==> src/rtl/uc_multiciclo.sv <==
// uc_multiciclo: multi-cycle control unit sequencing PC, IR, register file,
// ULA and a variable-latency memory port through a req/ready handshake.
// Adds a memory-wait timeout trap and a retired-instruction counter.
module uc_multiciclo #(
    parameter int unsigned TIMEOUT = 16,
    parameter int unsigned CNT_W   = 32
) (
    input  logic             clk,
    input  logic             reset,
    input  logic [6:0]       opcode,
    input  logic             zero,
    input  logic             mem_ready,
    output logic             mem_req,
    output logic             mem_sel,
    output logic             WEMem,
    output logic             PC_load,
    output logic             IR_load,
    output logic             RF_load,
    output logic [1:0]       ULAop,
    output logic [1:0]       wb_sel,
    output logic [1:0]       pc_src,
    output logic             trap,
    output logic [CNT_W-1:0] retired,
    output logic [2:0]       state_dbg
);

    typedef enum logic [2:0] {
        S_IDLE   = 3'd0,
        S_FETCH  = 3'd1,
        S_DECODE = 3'd2,
        S_EXEC   = 3'd3,
        S_MEM    = 3'd4,
        S_WB     = 3'd5,
        S_TRAP   = 3'd6
    } state_t;

    typedef enum logic [2:0] {
        CL_R     = 3'd0,
        CL_I     = 3'd1,
        CL_LOAD  = 3'd2,
        CL_STORE = 3'd3,
        CL_BEQ   = 3'd4,
        CL_JAL   = 3'd5,
        CL_JALR  = 3'd6
    } cls_t;

    localparam logic [CNT_W-1:0] CNT_ONE = {{(CNT_W-1){1'b0}}, 1'b1};

    state_t      state;
    cls_t        cls;
    logic [31:0] wait_cnt;
    logic        timeout_hit;

    // A wait that reaches its last allowed cycle without mem_ready traps;
    // mem_ready in that same cycle takes precedence.
    always_comb begin
        timeout_hit = 1'b0;
        if (TIMEOUT != 0) begin
            timeout_hit = !mem_ready && (wait_cnt == (TIMEOUT - 1));
        end
    end

    // State sequencing, instruction-class latch, wait counter and retire counter.
    always_ff @(posedge clk or negedge reset) begin
        if (!reset) begin
            state    <= S_IDLE;
            cls      <= CL_R;
            wait_cnt <= '0;
            retired  <= '0;
        end else begin
            case (state)
                S_IDLE: begin
                    state    <= S_FETCH;
                    wait_cnt <= '0;
                end
                S_FETCH: begin
                    if (mem_ready) begin
                        state    <= S_DECODE;
                        wait_cnt <= '0;
                    end else if (timeout_hit) begin
                        state <= S_TRAP;
                    end else begin
                        wait_cnt <= wait_cnt + 32'd1;
                    end
                end
                S_DECODE: begin
                    state <= S_EXEC;
                    case (opcode)
                        7'b0110011: cls <= CL_R;
                        7'b0010011: cls <= CL_I;
                        7'b0000011: cls <= CL_LOAD;
                        7'b0100011: cls <= CL_STORE;
                        7'b1100011: cls <= CL_BEQ;
                        7'b1101111: cls <= CL_JAL;
                        7'b1100111: cls <= CL_JALR;
                        default:    state <= S_TRAP;
                    endcase
                end
                S_EXEC: begin
                    wait_cnt <= '0;
                    case (cls)
                        CL_R, CL_I:        state <= S_WB;
                        CL_LOAD, CL_STORE: state <= S_MEM;
                        default: begin
                            state   <= S_FETCH;
                            retired <= retired + CNT_ONE;
                        end
                    endcase
                end
                S_MEM: begin
                    if (mem_ready) begin
                        wait_cnt <= '0;
                        if (cls == CL_STORE) begin
                            state   <= S_FETCH;
                            retired <= retired + CNT_ONE;
                        end else begin
                            state <= S_WB;
                        end
                    end else if (timeout_hit) begin
                        state <= S_TRAP;
                    end else begin
                        wait_cnt <= wait_cnt + 32'd1;
                    end
                end
                S_WB: begin
                    state    <= S_FETCH;
                    wait_cnt <= '0;
                    retired  <= retired + CNT_ONE;
                end
                S_TRAP: begin
                    state <= S_TRAP;
                end
                default: begin
                    state <= S_TRAP;
                end
            endcase
        end
    end

    // Control strobes decoded from state, latched class, zero and mem_ready.
    always_comb begin
        mem_req = 1'b0;
        mem_sel = 1'b0;
        WEMem   = 1'b0;
        PC_load = 1'b0;
        IR_load = 1'b0;
        RF_load = 1'b0;
        ULAop   = 2'b00;
        wb_sel  = 2'b00;
        pc_src  = 2'b00;
        trap    = 1'b0;
        case (state)
            S_FETCH: begin
                mem_req = 1'b1;
                IR_load = mem_ready;
            end
            S_EXEC: begin
                case (cls)
                    CL_R, CL_I: ULAop = 2'b10;
                    CL_BEQ: begin
                        ULAop   = 2'b01;
                        PC_load = 1'b1;
                        pc_src  = zero ? 2'b01 : 2'b00;
                    end
                    CL_JAL: begin
                        RF_load = 1'b1;
                        wb_sel  = 2'b10;
                        PC_load = 1'b1;
                        pc_src  = 2'b01;
                    end
                    CL_JALR: begin
                        RF_load = 1'b1;
                        wb_sel  = 2'b10;
                        PC_load = 1'b1;
                        pc_src  = 2'b10;
                    end
                    default: ULAop = 2'b00;
                endcase
            end
            S_MEM: begin
                mem_req = 1'b1;
                mem_sel = 1'b1;
                if (cls == CL_STORE) begin
                    WEMem   = 1'b1;
                    PC_load = mem_ready;
                end
            end
            S_WB: begin
                RF_load = 1'b1;
                wb_sel  = (cls == CL_LOAD) ? 2'b01 : 2'b00;
                PC_load = 1'b1;
            end
            S_TRAP: trap = 1'b1;
            default: ;
        endcase
    end

    assign state_dbg = state;

endmodule

==> config.mk <==
export PLATFORM = sky130hd
export DESIGN_NAME = uc_multiciclo
export DESIGN_NICKNAME = d
export VERILOG_FILES = /design/src/rtl/uc_multiciclo.sv
export SDC_FILE = /design/constraint.sdc
export NUM_CORES = 1
export LEC_CHECK = 0
export CELL_PAD_IN_SITES_DETAIL_PLACEMENT = 1
export CELL_PAD_IN_SITES_GLOBAL_PLACEMENT = 1
export CORE_UTILIZATION = 46
export CTS_BUF_LIST = sky130_fd_sc_hd__clkbuf_8 sky130_fd_sc_hd__clkbuf_16
export DETAILED_ROUTE_END_ITERATION = 12
export MAX_ROUTING_LAYER = met4
export PLACE_DENSITY = 0.86
export SLEW_MARGIN = 20
export SYNTH_ARGS = -nofsm -noshare
export SYNTH_HDL_FRONTEND = slang
export SYNTH_SLANG_ARGS = --single-unit
==> constraint.sdc <==
create_clock -name clk -period 6.2 [get_ports clk]
set_clock_uncertainty 0.2 [all_clocks]
set_input_delay 1.55 -clock clk [delete_from_list [all_inputs] [get_ports clk]]
set_output_delay 1.55 -clock clk [all_outputs]
set_load 0.005 [all_outputs]
==> results.txt, run 1 <==
P per Cell Area -> 168 nW/um^2
Post-Route WL -> 11000 um
# nets final -> 493
Top_reg_cell synth -> dfrtp_1
H-tree depth reported by CTS -> 3
DPL Wire Length -> 7750 um
RSZ-0062 raised after global routing -> no
Total grt overflow -> 0
I/O pins -> 59
Via density -> 6.12
Critical Path End Type -> primary output
Status -> finished clean
DR WL/cell -> 18.6 um
Syn Nets -> 444
CTS tree -> yes
Post-CTS Resized -> 0
Min Hold Slack -> 0.298 ns
Root Driver -> clkbuf_8
Ys async rst share -> 100%
CTS clock-pin slew for the worst setup and hold paths -> 0.08 ns
Seq pwr share -> 55.9%
RD Place Congestion -> 0.863
Most area-hungry cell type in the Yosys netlist -> dfrtp_1
Most frequent cells in the layout -> dfrtp_1, clkdlybuf4s50_1, nor2_1, o21ai_0, nand2_1
Worst hold-check path type -> flip-flop to flip-flop
CP Data Arrival Time -> 3.25 ns
Switch Pwr -> 0.205 mW
DRC violations left -> 0
Crit path max fanout -> 9
Antenna Nets Post-Route -> 0
Synth top area share -> 42.5%
Fillers -> 1005
Ratio of cells with drive above 1 in the final layout -> 11.1%
# rows -> 34
Bufs on Longest Clock Path -> 2
First drt pass iteration count -> 4
Max-cap violations -> 0
Die Area -> 9340 um^2
Power Internal -> 0.611 mW
Area growth syn-to-layout -> 17.6%
Worst skew pair latency -> 0.35 ns
Peak VDD IR -> 99.5 uV
Pin count of the biggest net entering global routing -> 47
Port bufs -> 58
Clock sinks -> 70
Crit start category -> input pin
Number of synthesized flops with an enable pin -> 0
Pleak -> 2.00 nW
Seq/Total Area, Yosys -> 42.5%
Cell Area, Synth -> 4120 um^2
F_max -> 200 MHz
Vias in the first global route -> 3764
Slew margin rel. -> 46.8%
All-Layer GR Usage -> 25.9%
Seq cells post-synth -> 70
Setup TNS -> 0 ns
Final Hold Fails -> 0
Commonest non-fill, non-tap cell in the layout -> dfrtp_1
Die Span Y -> 96.6 um
Least-Margin Pin Slew -> 0.794 ns
Final min period -> 5.00 ns
CTS Hold Buffers Added -> 0
Final-report max-slew violation count -> 0
Worst Setup Path Type -> input pin to primary output
Setup Buffers After CTS -> 0
Fin crit share -> 80.7%
# setup viols final -> 0
Antenna violations before repair -> 0
CORE AREA -> 8680 um^2
Cells after synthesis -> 431
Chip width -> 96.6 um
Syn Area/Cell -> 9.56 um^2
DRT iter0 DRCs -> 159
ANT cells -> 0
Clock power frac -> 40.0%
Starting density of the core -> 47.5%
Gate power share -> 4.1%
Synth warn -> 0
First-pass GRT wire length -> 19200 um
Worst endpoint required time -> 4.45 ns
Num CTS Buffers -> 9
Via count -> 3631
Sw Share -> 25.1%
Top cells by area, synth -> dfrtp_1, xnor2_1, o31ai_2
Yosys cell types -> 59
[sequential cells by signal, indices dropped and copies added, names as in the netlist]
register and count:
retired 32, wait_cnt 32, cls 3, state_dbg 3
[layer usage]
metal | vias up | routed length [um] | global-route usage (%)
li1 | 1694 | - | -
met1 | 1855 | 4740 | 30.6
met2 | 67 | 5730 | 44.7
met3 | 15 | 340 | 4.55
met4 | 0 | 187 | 8.50
met5 | - | 0 | -
[per-stage QoR]
step / util [%] / cells / cell area [um^2] / total power [mW] / setup WS [ns]
2_1_floorplan: - / 431 / 4120 / 0.478 / 2.31
3_3_place_gp: 53.9 / 577 / 4680 / 0.498 / 1.23
3_5_place_dp: 53.9 / 577 / 4680 / 0.499 / 1.22
4_1_cts: 55.8 / 593 / 4840 / 0.828 / 1.21
5_1_grt: 55.9 / 593 / 4850 / 0.848 / 1.11
6_report: 55.9 / 593 / 4850 / 0.816 / 1.20
[power by group through the flow]
stage,Combinational (mW),Sequential [mW],Clock (mW)
4_1_cts,0.0341,0.456,0.338
5_1_grt,0.0381,0.456,0.354
6_report,0.0336,0.456,0.326
3_5_place_dp,0.0339,0.465,0
3_3_place_gp,0.0327,0.465,0
2_1_floorplan,0.0131,0.465,0
[synth_stat cells (7+ instances only)]
| master | instances |
|---|---|
| a21oi_1 | 14 |
| and3_1 | 20 |
| and4_1 | 7 |
| buf_2 | 8 |
| dfrtp_1 | 70 |
| nand2_1 | 29 |
| nand3_1 | 28 |
| nand4_1 | 15 |
| nor2_1 | 33 |
| nor2b_1 | 8 |
| nor3_1 | 8 |
| nor4_1 | 17 |
| o21ai_0 | 30 |
| o21ai_1 | 9 |
| o31ai_2 | 16 |
| xnor2_1 | 23 |
| xor2_1 | 11 |
[final timing paths]
check | startpoint | end | slack, ns | depth (start not counted)
worst max-delay path | mem_ready | PC_load | 1.20 | 5
worst min-delay path | retired[9] | retired[9] | 0.30 | 1
worst max register to register | wait_cnt[0] | wait_cnt[13] | 2.76 | 8
worst min register to register | retired[9] | retired[9] | 0.30 | 1
max in group asynchronous | reset | wait_cnt[11] | 4.00 | 2
min in group asynchronous | reset | retired[15] | 1.00 | 1
[cell families after synthesis]
kind of cell / share of synthesized area (%)
buffers and inverters: 4.89
XOR/XNOR: 7.23
flip-flops: 42.5
multiplexers: 0.273
adder cells (fa/ha/maj): 0.607
AO/OA/AOI/OAI: 18.8
AND/OR/NAND/NOR: 25.7
[cell type report]
cell class / count / area (um^2) / share of cell area [%]
multi-input combinational: 331 / 2170 / 44.7
sequential: 70 / 1750 / 36.1
timing repair buffer: 61 / 601 / 12.4
tap: 108 / 135 / 2.79
clock buffer: 9 / 124 / 2.56
clock inverter: 7 / 42.5 / 0.878
inverter: 7 / 26.3 / 0.542
[worst max-delay path, cell delays in order]
cell	delay, ns
clkdlybuf4s50_1	0.70
nand4b_1	0.21
a21oi_1	0.18
or2_2	0.12
clkdlybuf4s50_1	0.50
(Power assumes the default switching activity.)
==> run 2: changes to the inputs <==
Settings changed: CORE_UTILIZATION 46 to 42, PLACE_DENSITY 0.86 to 0.8.
Clock period 6.2 ns to 5.2 ns, I/O delays scaled along.
==> run 2 against run 1 <==
Net effect: die area increased by 9.3%; combinational power rose by 18%; hold slack got worse by 0.0075 ns; first-iteration DRC count grew 12%; power up 33%; critical endpoint unchanged; largest cell class unchanged.
==> results.txt, run 2 (same netlist as run 1, synthesis figures left out) <==
Worst Setup Path Type -> input pin to primary output
CTS tree -> yes
GRT Max-Usage Layer -> met2
Post-CTS Resized -> 0 (unchanged)
CP cell instances -> clkdlybuf4s50_1 -> nand4b_1 -> a21oi_1 -> or2_2 -> clkdlybuf4s50_1
# rows -> 35 (+2.9%)
Worst hold start -> retired[29]
Worst hold-check path type -> flip-flop to flip-flop
Multi-input gate area -> 2170 um^2 (unchanged)
F_max -> 222 MHz
Final setup margin -> 0.700 ns (-0.495 ns)
Clock sinks -> 70 (unchanged)
Worst endpoint required time -> 3.70 ns (-0.75 ns)
Die Area -> 10200 um^2 (+9.3%)
Root Driver -> clkbuf_8
Final-report max-slew violation count -> 0 (unchanged)
CTS Hold Buffers Added -> 0 (unchanged)
Status -> finished clean
Pin count of the biggest net entering global routing -> 45 (-4.3%)
Total grt overflow -> 0 (unchanged)
Critical R2R Launch -> state_dbg[0]
DRC violations left -> 0 (unchanged)
Critical Path End Type -> primary output
Worst Hold Depth -> 1 (unchanged)
Setup TNS -> 0 ns (unchanged)
Cell mode on critical path -> clkdlybuf4s50_1
Commonest non-fill, non-tap cell in the layout -> dfrtp_1
Pleak -> 2.03 nW (+1.4%)
Global-route track usage on met3 -> 3.61% (-0.95 points)
RSZ-0062 raised after global routing -> no
Slew margin rel. -> 54.3% (+7.5 points)
ANT cells -> 0 (unchanged)
Most frequent cells in the layout -> dfrtp_1, clkdlybuf4s50_1, nor2_1, o21ai_0, nand2_1
Min Hold Slack -> 0.290 ns (-0.00751 ns)
Met1 GRT Util -> 29.9% (-0.70 points)
R2R Setup Slk -> 2.13 ns (-0.63 ns)
Vias in the first global route -> 3644 (-3.2%)
CTS clock-pin slew for the worst setup and hold paths -> 0.08 ns (about the same)
RD Place Congestion -> 0.828 (-4.0%)
Place WS -> 0.701 ns (-0.516 ns)
Least-Margin Pin Slew -> 0.681 ns (-0.113 ns)
Ratio of cells with drive above 1 in the final layout -> 11.7% (+0.57 points)
First drt pass iteration count -> 4 (unchanged)
FF-to-FF path depth -> 7 (-1)
Reg2reg end -> wait_cnt[13]
DPL Wire Length -> 7870 um (+1.6%)
Final Hold Fails -> 0 (unchanged)
Antenna Nets Post-Route -> 0 (unchanged)
Bufs on Longest Clock Path -> 2 (unchanged)
Post-Route WL -> 11000 um (-0.17%)
First-pass GRT wire length -> 18700 um (-2.7%)
Chip width -> 101 um (+4.6%)
CP Data Arrival Time -> 3.00 ns (-0.25 ns)
Die Span Y -> 101 um (+4.6%)
Final min period -> 4.50 ns
# nets final -> 495 (+0.41%)
Storage cell area -> 1750 um^2 (unchanged)
Met2 Track Usage GR -> 39.9% (-4.8 points)
Num CTS Buffers -> 9 (unchanged)
Fillers -> 1075 (+7.0%)
DRT iter0 DRCs -> 178 (+12%)
Peak VDD IR -> 162 uV (+62%)
Slowest stage delay, CP -> 0.71 ns (about the same)
Via density -> 5.88 (-4.0%)
P per Cell Area -> 219 nW/um^2 (+30%)
Largest registers -> retired (32), wait_cnt (32)
Fin crit share -> 86.5%
Antenna violations before repair -> 0 (unchanged)
DR WL/cell -> 17.8 um (-3.9%)
CORE AREA -> 9370 um^2 (+8.0%)
Port bufs -> 58 (unchanged)
Worst skew pair latency -> 0.35 ns (about the same)
Worst Hold End -> retired[29]
H-tree depth reported by CTS -> 3 (unchanged)
Max-cap violations -> 0 (unchanged)
Starting density of the core -> 44.0% (-3.5 points)
Crit-path slowest cell -> clkdlybuf4s50_1
I/O pins -> 59 (unchanged)
Crit path max fanout -> 9 (unchanged)
Area growth syn-to-layout -> 20.0%
# setup viols final -> 0 (unchanged)
Setup Buffers After CTS -> 0 (unchanged)
Crit start category -> input pin
All-Layer GR Usage -> 24.0% (-1.9 points)
Via count -> 3621 (-0.28%)
==> run 2: cell types whose count changed in the layout (fill, tap and decap cells not counted), sizes merged <==
cell / previous run / this run
buf: 4 / 6
clkinv: 5 / 3
bufinv: 0 / 2
==> run 2: worst max path at each step <==
stage,start,endpoint,slack [ns],cells after the start
final,mem_ready,PC_load,0.70,5
after detailed placement,mem_ready,PC_load,0.70,5
after global routing,mem_ready,PC_load,0.63,5
after global placement,mem_ready,PC_load,0.73,5
after floorplan,mem_ready,PC_load,1.81,4
after CTS,mem_ready,PC_load,0.69,5
==> run 2: metrics by stage <==
| step | total power [mW] | std cells | util, % | cell area, um^2 |
|---|---|---|---|---|
| after CTS | 1.10 | 616 | 52.7 | 4940 |
| after global placement | 0.594 | 600 | 50.4 | 4720 |
| after detailed placement | 0.595 | 600 | 50.4 | 4720 |
| after global routing | 1.12 | 616 | 52.8 | 4940 |
| after floorplan | 0.570 | 431 | - | 4120 |
| final | 1.08 | 616 | 52.8 | 4940 |
==> run 2: layout make-up <==
| class | instances | area share (%) |
|---|---|---|
| clock inverter | 7 | 1.97 |
| multi-input combinational | 331 | 43.8 |
| sequential | 70 | 35.4 |
| inverter | 7 | 0.532 |
| clock buffer | 9 | 2.51 |
| timing repair buffer | 63 | 12.5 |
| tap | 129 | 3.27 |
==> run 2: worst max-delay path, delay by kind of cell <==
family	cells	cell delay [ns]
AO/OA/AOI/OAI	1	0.17
buffers and inverters	2	1.21
AND/OR/NAND/NOR	2	0.32
==> run 2: power breakdown <==
group          switching (mW)  internal [mW]
combinational          0.0250         0.0148
sequential                  0          0.544
clock                   0.226          0.272
==> run 2: per-layer routing <==
| metal | up-vias | routed length [um] |
|---|---|---|
| met5 | - | 0 |
| met4 | 0 | 163 |
| met3 | 17 | 300 |
| met2 | 61 | 5580 |
| met1 | 1838 | 4940 |
| li1 | 1705 | - |
==> run 3: changes to the inputs <==
Settings changed: TNS_END_PERCENT set to 100.
==> results of run 3 <==
Final layout, timing and power as in run 2 (identical DEF).
